`config.mk`:
```
export PLATFORM = sky130hd
export DESIGN_NAME = load_use_hazard_controller_flat
export DESIGN_NICKNAME = d
export VERILOG_FILES = /design/src/rtl/hazard_pkg.sv /design/src/rtl/load_use_hazard_controller_if.sv /design/src/rtl/load_tracker.sv /design/src/rtl/load_use_hazard_controller.sv /design/src/flat_wrapper.sv
export SDC_FILE = /design/constraint.sdc
export NUM_CORES = 1
export LEC_CHECK = 0
export CAP_MARGIN = 10
export CORE_ASPECT_RATIO = 2
export CORE_MARGIN = 3
export CORE_UTILIZATION = 47
export DETAILED_ROUTE_END_ITERATION = 10
export PLACE_DENSITY = 0.83
export SLEW_MARGIN = 20
export SYNTH_ARGS = -nofsm -noshare
export SYNTH_HDL_FRONTEND = slang
export SYNTH_SLANG_ARGS = --single-unit
```
`constraint.sdc`:
```
create_clock -name clk -period 2.8 [get_ports clk]
set_clock_uncertainty 0.05 [all_clocks]
set_input_delay 0.42 -clock clk [delete_from_list [all_inputs] [get_ports clk]]
set_output_delay 0.42 -clock clk [all_outputs]
set_load 0.03 [all_outputs]
```
`src/rtl/hazard_pkg.sv`:
```
// rtl/hazard_pkg.sv - shared constants and types for the load-use hazard controller
//
// Purpose: default register-index width, the x0 register index, and the
// tracker entry layout used when the register width is the RV32I default.
// Ports: none (package).
package hazard_pkg;

  localparam int DEF_REG_ADDR_WIDTH = 5;
  localparam int X0 = 0;

  typedef struct packed {
    logic                          valid;
    logic [DEF_REG_ADDR_WIDTH-1:0] rd;
  } tracker_entry_t;

endpackage

```
`src/rtl/load_use_hazard_controller_if.sv`:
```
// rtl/load_use_hazard_controller_if.sv - pipeline-side signal bundle of the hazard controller
//
// Purpose: groups the ID/EX status inputs and the pipeline-control outputs.
// Ports (signals):
//   id_valid, id_rs, id_rs_used, id_mem_to_reg, id_rd  - ID stage status
//   ex_branch_taken, mem_stall, cnt_clear               - EX/MEM status, counter clear
//   stall_if, stall_id, stall_ex, bubble_ex,
//   flush_if_id, flush_id_ex, stall_cnt                 - pipeline control / counter
// Modports: master drives status and observes control; slave is the controller.
interface load_use_hazard_controller_if #(
  parameter int REG_ADDR_WIDTH = 5,
  parameter int NUM_READ_PORTS = 2,
  parameter int CNT_WIDTH      = 32
);

  logic                                     id_valid;
  logic [NUM_READ_PORTS*REG_ADDR_WIDTH-1:0] id_rs;
  logic [NUM_READ_PORTS-1:0]                id_rs_used;
  logic                                     id_mem_to_reg;
  logic [REG_ADDR_WIDTH-1:0]                id_rd;
  logic                                     ex_branch_taken;
  logic                                     mem_stall;
  logic                                     cnt_clear;

  logic                                     stall_if;
  logic                                     stall_id;
  logic                                     stall_ex;
  logic                                     bubble_ex;
  logic                                     flush_if_id;
  logic                                     flush_id_ex;
  logic [CNT_WIDTH-1:0]                     stall_cnt;

  modport master (
    output id_valid, id_rs, id_rs_used, id_mem_to_reg, id_rd,
           ex_branch_taken, mem_stall, cnt_clear,
    input  stall_if, stall_id, stall_ex, bubble_ex,
           flush_if_id, flush_id_ex, stall_cnt
  );

  modport slave (
    input  id_valid, id_rs, id_rs_used, id_mem_to_reg, id_rd,
           ex_branch_taken, mem_stall, cnt_clear,
    output stall_if, stall_id, stall_ex, bubble_ex,
           flush_if_id, flush_id_ex, stall_cnt
  );

endinterface

```
`src/rtl/load_tracker.sv`:
```
// rtl/load_tracker.sv - in-flight load tracker with per-port source comparators
//
// Purpose: remembers the rd of loads that are not yet forwardable, one entry
// per cycle of load latency (entry 0 youngest), and flags each ID read port
// whose source register matches a live entry.
// Ports:
//   clk, rst    - clock, synchronous active-high reset (empties the tracker)
//   push        - a load leaves ID into EX this cycle and must be tracked
//   push_rd     - destination of that load
//   hold        - freeze all entries (memory stall)
//   id_rs       - packed ID source registers, port k in [k*W +: W]
//   id_rs_used  - per-port read enable
//   port_match  - per-port hazard flag
module load_tracker import hazard_pkg::*; #(
  parameter int REG_ADDR_WIDTH = DEF_REG_ADDR_WIDTH,
  parameter int NUM_READ_PORTS = 2,
  parameter int LOAD_LATENCY   = 1
) (
  input  logic                                     clk,
  input  logic                                     rst,
  input  logic                                     push,
  input  logic [REG_ADDR_WIDTH-1:0]                push_rd,
  input  logic                                     hold,
  input  logic [NUM_READ_PORTS*REG_ADDR_WIDTH-1:0] id_rs,
  input  logic [NUM_READ_PORTS-1:0]                id_rs_used,
  output logic [NUM_READ_PORTS-1:0]                port_match
);

  localparam logic [REG_ADDR_WIDTH-1:0] REG_X0 = REG_ADDR_WIDTH'(X0);

  logic [LOAD_LATENCY-1:0]                     valid_q;
  logic [LOAD_LATENCY-1:0][REG_ADDR_WIDTH-1:0] rd_q;

  always_ff @(posedge clk) begin
    if (rst) begin
      valid_q <= '0;
      rd_q    <= '0;
    end else if (!hold) begin
      // Oldest entry falls off the end: its result is forwardable from now on.
      for (int i = LOAD_LATENCY - 1; i > 0; i--) begin
        valid_q[i] <= valid_q[i-1];
        rd_q[i]    <= rd_q[i-1];
      end
      valid_q[0] <= push;
      rd_q[0]    <= push_rd;
    end
  end

  always_comb begin
    port_match = '0;
    for (int k = 0; k < NUM_READ_PORTS; k++) begin
      // Unused ports and x0 reads can never depend on a load.
      if (id_rs_used[k] && (id_rs[k*REG_ADDR_WIDTH +: REG_ADDR_WIDTH] != REG_X0)) begin
        for (int i = 0; i < LOAD_LATENCY; i++) begin
          if (valid_q[i] && (rd_q[i] == id_rs[k*REG_ADDR_WIDTH +: REG_ADDR_WIDTH])) begin
            port_match[k] = 1'b1;
          end
        end
      end
    end
  end

endmodule

```
`src/rtl/load_use_hazard_controller.sv`:
```
// rtl/load_use_hazard_controller.sv - load-use hazard, stall and flush controller
//
// Purpose: drives IF/ID/EX pipeline-register enables and flushes from the
// load tracker, memory stall and branch resolution, and counts load-use
// bubble cycles in a saturating counter.
// Ports:
//   clk  - clock
//   rst  - synchronous active-high reset (empties tracker, zeros counter)
//   bus  - slave modport of load_use_hazard_controller_if (status in, control out)
module load_use_hazard_controller import hazard_pkg::*; #(
  parameter int REG_ADDR_WIDTH = DEF_REG_ADDR_WIDTH,
  parameter int NUM_READ_PORTS = 2,
  parameter int LOAD_LATENCY   = 1,
  parameter int CNT_WIDTH      = 32
) (
  input  logic                          clk,
  input  logic                          rst,
  load_use_hazard_controller_if.slave   bus
);

  localparam logic [REG_ADDR_WIDTH-1:0] REG_X0 = REG_ADDR_WIDTH'(X0);

  logic [NUM_READ_PORTS-1:0] port_match;
  logic                      load_use;
  logic                      push;
  logic                      stall_front;
  logic                      bubble;
  logic                      flush;
  logic [CNT_WIDTH-1:0]      cnt_q;

  assign load_use = bus.id_valid & (|port_match);

  // A load that is stalled or squashed leaves a bubble in EX, not a tracked entry.
  assign push = bus.id_valid & bus.id_mem_to_reg & (bus.id_rd != REG_X0)
              & ~load_use & ~bus.ex_branch_taken;

  load_tracker #(
    .REG_ADDR_WIDTH (REG_ADDR_WIDTH),
    .NUM_READ_PORTS (NUM_READ_PORTS),
    .LOAD_LATENCY   (LOAD_LATENCY)
  ) u_tracker (
    .clk        (clk),
    .rst        (rst),
    .push       (push),
    .push_rd    (bus.id_rd),
    .hold       (bus.mem_stall),
    .id_rs      (bus.id_rs),
    .id_rs_used (bus.id_rs_used),
    .port_match (port_match)
  );

  // mem_stall freezes everything; a taken branch squashes the stalled consumer;
  // a branch seen during mem_stall persists in frozen EX, so its flush just waits.
  always_comb begin
    stall_front = 1'b0;
    bubble      = 1'b0;
    flush       = 1'b0;
    if (bus.mem_stall) begin
      stall_front = 1'b1;
    end else if (bus.ex_branch_taken) begin
      flush = 1'b1;
    end else if (load_use) begin
      stall_front = 1'b1;
      bubble      = 1'b1;
    end
  end

  assign bus.stall_if    = stall_front;
  assign bus.stall_id    = stall_front;
  assign bus.stall_ex    = bus.mem_stall;
  assign bus.bubble_ex   = bubble;
  assign bus.flush_if_id = flush;
  assign bus.flush_id_ex = flush;
  assign bus.stall_cnt   = cnt_q;

  always_ff @(posedge clk) begin
    if (rst || bus.cnt_clear) begin
      cnt_q <= '0;
    end else if (bubble && (cnt_q != {CNT_WIDTH{1'b1}})) begin
      cnt_q <= cnt_q + 1'b1;
    end
  end

endmodule
```
`src/flat_wrapper.sv`:
```
// flat-port wrapper written by rule: the top's interface ports become plain ports
module load_use_hazard_controller_flat import hazard_pkg::*;
#(
  parameter int REG_ADDR_WIDTH = DEF_REG_ADDR_WIDTH,
  parameter int NUM_READ_PORTS = 2,
  parameter int LOAD_LATENCY   = 1,
  parameter int CNT_WIDTH      = 32
)
  (clk, rst, bus_id_valid, bus_id_rs, bus_id_rs_used, bus_id_mem_to_reg, bus_id_rd, bus_ex_branch_taken, bus_mem_stall, bus_cnt_clear, bus_stall_if, bus_stall_id, bus_stall_ex, bus_bubble_ex, bus_flush_if_id, bus_flush_id_ex, bus_stall_cnt);
  load_use_hazard_controller_if #(.REG_ADDR_WIDTH(REG_ADDR_WIDTH), .NUM_READ_PORTS(NUM_READ_PORTS), .CNT_WIDTH(CNT_WIDTH)) bus_i ();
  input  logic clk;
  input  logic rst;
  input wire logic [$bits(bus_i.id_valid)-1:0] bus_id_valid;
  input wire logic [$bits(bus_i.id_rs)-1:0] bus_id_rs;
  input wire logic [$bits(bus_i.id_rs_used)-1:0] bus_id_rs_used;
  input wire logic [$bits(bus_i.id_mem_to_reg)-1:0] bus_id_mem_to_reg;
  input wire logic [$bits(bus_i.id_rd)-1:0] bus_id_rd;
  input wire logic [$bits(bus_i.ex_branch_taken)-1:0] bus_ex_branch_taken;
  input wire logic [$bits(bus_i.mem_stall)-1:0] bus_mem_stall;
  input wire logic [$bits(bus_i.cnt_clear)-1:0] bus_cnt_clear;
  output wire logic [$bits(bus_i.stall_if)-1:0] bus_stall_if;
  output wire logic [$bits(bus_i.stall_id)-1:0] bus_stall_id;
  output wire logic [$bits(bus_i.stall_ex)-1:0] bus_stall_ex;
  output wire logic [$bits(bus_i.bubble_ex)-1:0] bus_bubble_ex;
  output wire logic [$bits(bus_i.flush_if_id)-1:0] bus_flush_if_id;
  output wire logic [$bits(bus_i.flush_id_ex)-1:0] bus_flush_id_ex;
  output wire logic [$bits(bus_i.stall_cnt)-1:0] bus_stall_cnt;
  assign bus_i.id_valid = bus_id_valid;
  assign bus_i.id_rs = bus_id_rs;
  assign bus_i.id_rs_used = bus_id_rs_used;
  assign bus_i.id_mem_to_reg = bus_id_mem_to_reg;
  assign bus_i.id_rd = bus_id_rd;
  assign bus_i.ex_branch_taken = bus_ex_branch_taken;
  assign bus_i.mem_stall = bus_mem_stall;
  assign bus_i.cnt_clear = bus_cnt_clear;
  assign bus_stall_if = bus_i.stall_if;
  assign bus_stall_id = bus_i.stall_id;
  assign bus_stall_ex = bus_i.stall_ex;
  assign bus_bubble_ex = bus_i.bubble_ex;
  assign bus_flush_if_id = bus_i.flush_if_id;
  assign bus_flush_id_ex = bus_i.flush_id_ex;
  assign bus_stall_cnt = bus_i.stall_cnt;
  load_use_hazard_controller #(.REG_ADDR_WIDTH(REG_ADDR_WIDTH), .NUM_READ_PORTS(NUM_READ_PORTS), .LOAD_LATENCY(LOAD_LATENCY), .CNT_WIDTH(CNT_WIDTH)) u_core (.clk(clk), .rst(rst), .bus(bus_i));
endmodule
```
### After elaboration in Yosys (flattened, before gate mapping)

Index checks and enable logic that the tools add are counted.

* bits in registers: 38
* bits of input ports: 24
* output and inout port bits: 38
* logic and storage cells: 34

* add/subtract/negate cells: 1
* equality and inequality tests: 3
* mux-type cells: 10
* bitwise logic cells: 7
* reductions and logical operators: 10

Operators with widths (number)
* $add 32x1->32 const B: 1
* $ne 32x32->1 const B: 1
* $reduce_bool 5->1: 3
* $eq 5x5->1: 2
* $mux 1: 10
* $and 1x1->1: 5
* $logic_and 1x1->1: 5
* $not 1->1: 2
* $reduce_or 2->1: 1
* $logic_or 1x1->1: 1

### Logic depth before layout (Yosys ltp)

* word-level depth: 10
* gate-level depth with buffers: 9
* gate-level depth less buffers: 6

### By module

From an unflattened synthesis, not the netlist that was laid out.

* cell total of the unflattened synthesis: 270
* area total of the unflattened synthesis: 2234.6 µm²

Modules (own cells, without submodules)
* load_use_hazard_controller: times used 1, cells each 232, area each 1885.6 µm², seq. area each 640.6 µm²
* load_tracker: times used 1, cells each 38, area each 349.1 µm², seq. area each 120.1 µm²

### Least setup slack after synthesis

No wires, ideal clock.

* path kind: input to output
* start point: in bus_id_rs[5]
* end point: out bus_stall_if
* data arrival time: 1.868 ns
* data required time: 2.330 ns
* path slack: 0.462 ns
* cell stages on the path: 6
* path buffers: 1
* cell sequence: or4_1 > a21oi_1 > nor3_1 > nor2_1 > o21bai_1 > buf_4

* cells in the longest elaborated chain, start to end: 9
* elaborated cells between the ends (all ways): 11
* those cells by class: eq/ne: 1; mux: 5; bitwise: 1; reduce/logical: 4

Ends and longest elaborated chain
* start, declared: RTL line flat_wrapper.sv:14 `input wire logic [$bits(bus_i.id_rs)-1:0] bus_id_rs;`
* $eq 5x5->1: RTL line load_tracker.sv:55 `if (valid_q[i] && (rd_q[i] == id_rs[k*REG_ADDR_WIDTH +: REG_ADDR_WIDTH])) begin`
* $logic_and 1x1->1: RTL line load_tracker.sv:55
* $mux 1: RTL line load_tracker.sv:55
* $mux 1 (*): RTL line load_tracker.sv:53 `if (id_rs_used[k] && (id_rs[k*REG_ADDR_WIDTH +: REG_ADDR_WIDTH] != REG_X0)) begin`
* $reduce_or 2->1 (*): RTL line load_use_hazard_controller.sv:31 `assign load_use = bus.id_valid & (|port_match);`
* $and 1x1->1 (*): RTL line load_use_hazard_controller.sv:31
* $mux 1 (*): RTL line load_use_hazard_controller.sv:62 `end else if (load_use) begin`
* $mux 1 (*): RTL line load_use_hazard_controller.sv:60 `end else if (bus.ex_branch_taken) begin`
* $mux 1 (*): RTL line load_use_hazard_controller.sv:58 `if (bus.mem_stall) begin`
* end, declared: RTL line flat_wrapper.sv:21 `output wire logic [$bits(bus_i.stall_if)-1:0] bus_stall_if;`

Every way passes the cells marked *; elsewhere a longest branch is shown, timed or not.

### Final worst setup path

* start point: in bus_id_rs[5]
* end point: out bus_stall_id

* cells in the longest elaborated chain, start to end: 9
* elaborated cells between the ends (all ways): 11
* those cells by class: eq/ne: 1; mux: 5; bitwise: 1; reduce/logical: 4

Ends and longest elaborated chain
* $eq 5x5->1: RTL line load_tracker.sv:55
* $logic_and 1x1->1: RTL line load_tracker.sv:55
* $mux 1: RTL line load_tracker.sv:55
* $mux 1 (*): RTL line load_tracker.sv:53
* $reduce_or 2->1 (*): RTL line load_use_hazard_controller.sv:31
* $and 1x1->1 (*): RTL line load_use_hazard_controller.sv:31
* $mux 1 (*): RTL line load_use_hazard_controller.sv:62
* $mux 1 (*): RTL line load_use_hazard_controller.sv:60
* $mux 1 (*): RTL line load_use_hazard_controller.sv:58
* end, declared: RTL line flat_wrapper.sv:22 `output wire logic [$bits(bus_i.stall_id)-1:0] bus_stall_id;`

Marks and branches as above.

==> impl_metrics.ini <==
[logic_synthesis]
yosys_register_bits = 38
syn_inst = 252
async_flop_share = 0
synth_cell_types = 44
synth_area_leaders = dfxtp_1 (36%), a21oi_1 (5.5%), or4_1 (4.3%), or3_1 (4.2%), nand3_1 (4.1%)
synth_enable_flop_cells = 0
synth_fp_nets = 277
yosysSeqAreaShare = 0.362
ys.flop_type = dfxtp_1
synth.avg_cell_area_um2 = 8.33
synth_top_area_share = 0.362
syn_area_mm2 = 0.00210
yosysWarnings = 0
yosysTopAreaCell = dfxtp_1

[routing]
wl_per_cell_um = 14.9
routed_via_density = 5.91
wl_mm = 5.50
final_antenna_net_count = 0
remaining_drc_errors = 0
initialDrtViolationCount = 43
dr_total_vias = 2188
drtPass1Iterations = 6

[run]
drv_cap = 0

[critical_path]
r2r-end = u_core.bus.stall_cnt[26]
path_max_fanout = 2
ff2ff_setup_slack_ns = 0.53
r2r_cells = 6
start_kind = input port
timing_worst_setup_path_type = in -> out
endpoint = bus_stall_id
cp.arrival_ns = 2.24
required_ns = 2.33
critPathLaunch = bus_id_rs[5]
regToRegStartpoint = u_core.bus.stall_cnt[14]
cp-end-kind = output pin

[grt]
antenna_found_initial = 0
grt_max_degree = 32
grt_usage = 0.223
grt_pass1_wl_mm = 9.03
grt_pass1_vias = 2112
grt.overflow.total = 0

[sta]
finalSetupViolations = 0
hold_viol_final = 0
rsz0062_at_grt = no
tightestPinTransition_ns = 0.545
final_max_slew_viol_count = 0
slew_headroom = 0.634
post-route-period-util = 0.967
finalWorstSetupSlack_ns = 0.0938
period_needed_ns = 2.71
max_freq_mhz = 370

[clocking]
insertion_delay_ns = 0.29
cts.repair.resized = 2
cts_tree = done
clockBufferDepth = 2
cts_root_buf = clkbuf_8
clock-sinks = 38
cts-hold-fix-buffers = 0
cts_setup_buffers = 0
numCtsBuffers = 5
clk_pin_slew_ns = 0.07
htree_levels = 2

[run_status]
status = finished, final reports clean

[place]
dp_hpwl_mm = 4.28
dp.cells = 363
pre_cts_ws_ns = -0.141
io_buffers = 61
gp_congestion = 0.823
dpl_cell_area_mm2 = 0.00278

[floorplanning]
num_rows = 33
start_util = 0.499
die_x_um = 53.3
dieArea_mm2 = 0.00535
die_h_um = 101
core_mm2 = 0.00421
ioPinCount = 62

[cells_and_area]
final_nets = 343
antenna_cells = 0
final_cell_mix = clkdlybuf4s50_1 (58), dfxtp_1 (38), a21oi_1 (23)
finalNonFillerCells = 370
design_area_mm2 = 0.00286
nFillCells = 366
final_common_cell = clkdlybuf4s50_1
area.growth.synth_to_final_pct = 36.0
regArea_um2 = 761
drive_above_1_share = 0.0943
multiInputGateArea_mm2 = 0.00122

[pwr]
ir_drop_mv = 0.255
power.density_mw_per_mm2 = 360
p_leak_nw = 0.938

[worst_hold_path]
hold_path.class = reg -> reg
power breakdown:
part	internal (mW)	total [mW]	switching (mW)
clock network	0.167	0.361	0.194
logic	0.0629	0.114	0.0512
registers	0.545	0.551	0.00659
state kept, by name, summed over array words and instances, names as in the netlist:
register and count:
u_core.bus.stall_cnt 32, u_core.u_tracker.rd_q 5, u_core.u_tracker.valid_q 1
synth_stat cells, types with 2 or more instances:
master,instances
nor4_4,2
nor3_1,4
nand2_1,22
and4_1,3
and3_1,5
o21ai_1,7
buf_6,4
nand4b_1,2
nand3_1,17
mux2i_1,5
o21a_1,3
buf_2,2
or3_1,14
nor4_1,3
and2_1,5
a21oi_1,23
o31a_1,3
or4_1,12
o211ai_1,2
xor2_1,2
inv_1,4
xnor2_1,8
buf_4,4
dfxtp_1,38
o21ai_0,10
clkbuf_1,4
nor2_1,16
nand4_1,6
o31ai_1,7
routing by layer:
metal | vias to the layer above | GRT usage | part of all wire | wire (um)
li1 | 1066 | - | - | -
met1 | 1031 | 0.207 | 0.33 | 1810
met2 | 71 | 0.412 | 0.57 | 3160
met3 | 20 | 0.0356 | 0.047 | 260
met4 | 0 | 0.152 | 0.049 | 272
met5 | - | 0 | 0 | 0
worst min-delay path by stage:
stage	start	endpoint	slack, ns	cells after the start
after floorplan	u_core.u_tracker.valid_q	u_core.u_tracker.valid_q	0.40	2
final	u_core.bus.stall_cnt[30]	u_core.bus.stall_cnt[30]	0.44	2
after global placement	u_core.bus.stall_cnt[17]	u_core.bus.stall_cnt[17]	0.43	2
after detailed placement	u_core.bus.stall_cnt[17]	u_core.bus.stall_cnt[17]	0.43	2
after global routing	u_core.bus.stall_cnt[17]	u_core.bus.stall_cnt[17]	0.46	2
after CTS	u_core.bus.stall_cnt[17]	u_core.bus.stall_cnt[17]	0.44	2
cell type report:
class / instances / share of cell area
Clock buffer: 5 / 0.0241
Clock inverter: 2 / 0.00351
Inverter: 4 / 0.00526
Multi-Input combinational cell: 195 / 0.427
Sequential cell: 38 / 0.266
Tap cell: 52 / 0.0228
Timing Repair Buffer: 74 / 0.251
metrics by stage:
stage	utilization	hold WS [ns]	TNS, ns	power (mW)
after detailed placement	0.660	0.431	-0.287	0.679
after global routing	0.678	0.457	0	1.05
after CTS	0.678	0.443	0	1.04
final	0.678	0.440	0	1.03
after floorplan	-	0.395	0	0.618
after global placement	0.660	0.426	-0.199	0.677
worst max-delay path: stages:
cell,delay (ns)
clkdlybuf4s50_1,0.41
or4_1,0.53
a21oi_1,0.18
nor3_1,0.07
nor2_1,0.16
o21bai_1,0.10
dlygate4sd2_1,0.36
cells by family (layout without fill, tap and decap cells):
group	after synthesis	after routing	synth area share
flip-flops	38	38	0.362
buffers and inverters	19	85	0.0566
adder cells (fa/ha/maj)	1	1	0.00596
multiplexers	5	5	0.0238
AND/OR/NAND/NOR	118	118	0.330
AO/OA/AOI/OAI	61	61	0.179
XOR/XNOR	10	10	0.0417
(Power assumes the default switching activity.)
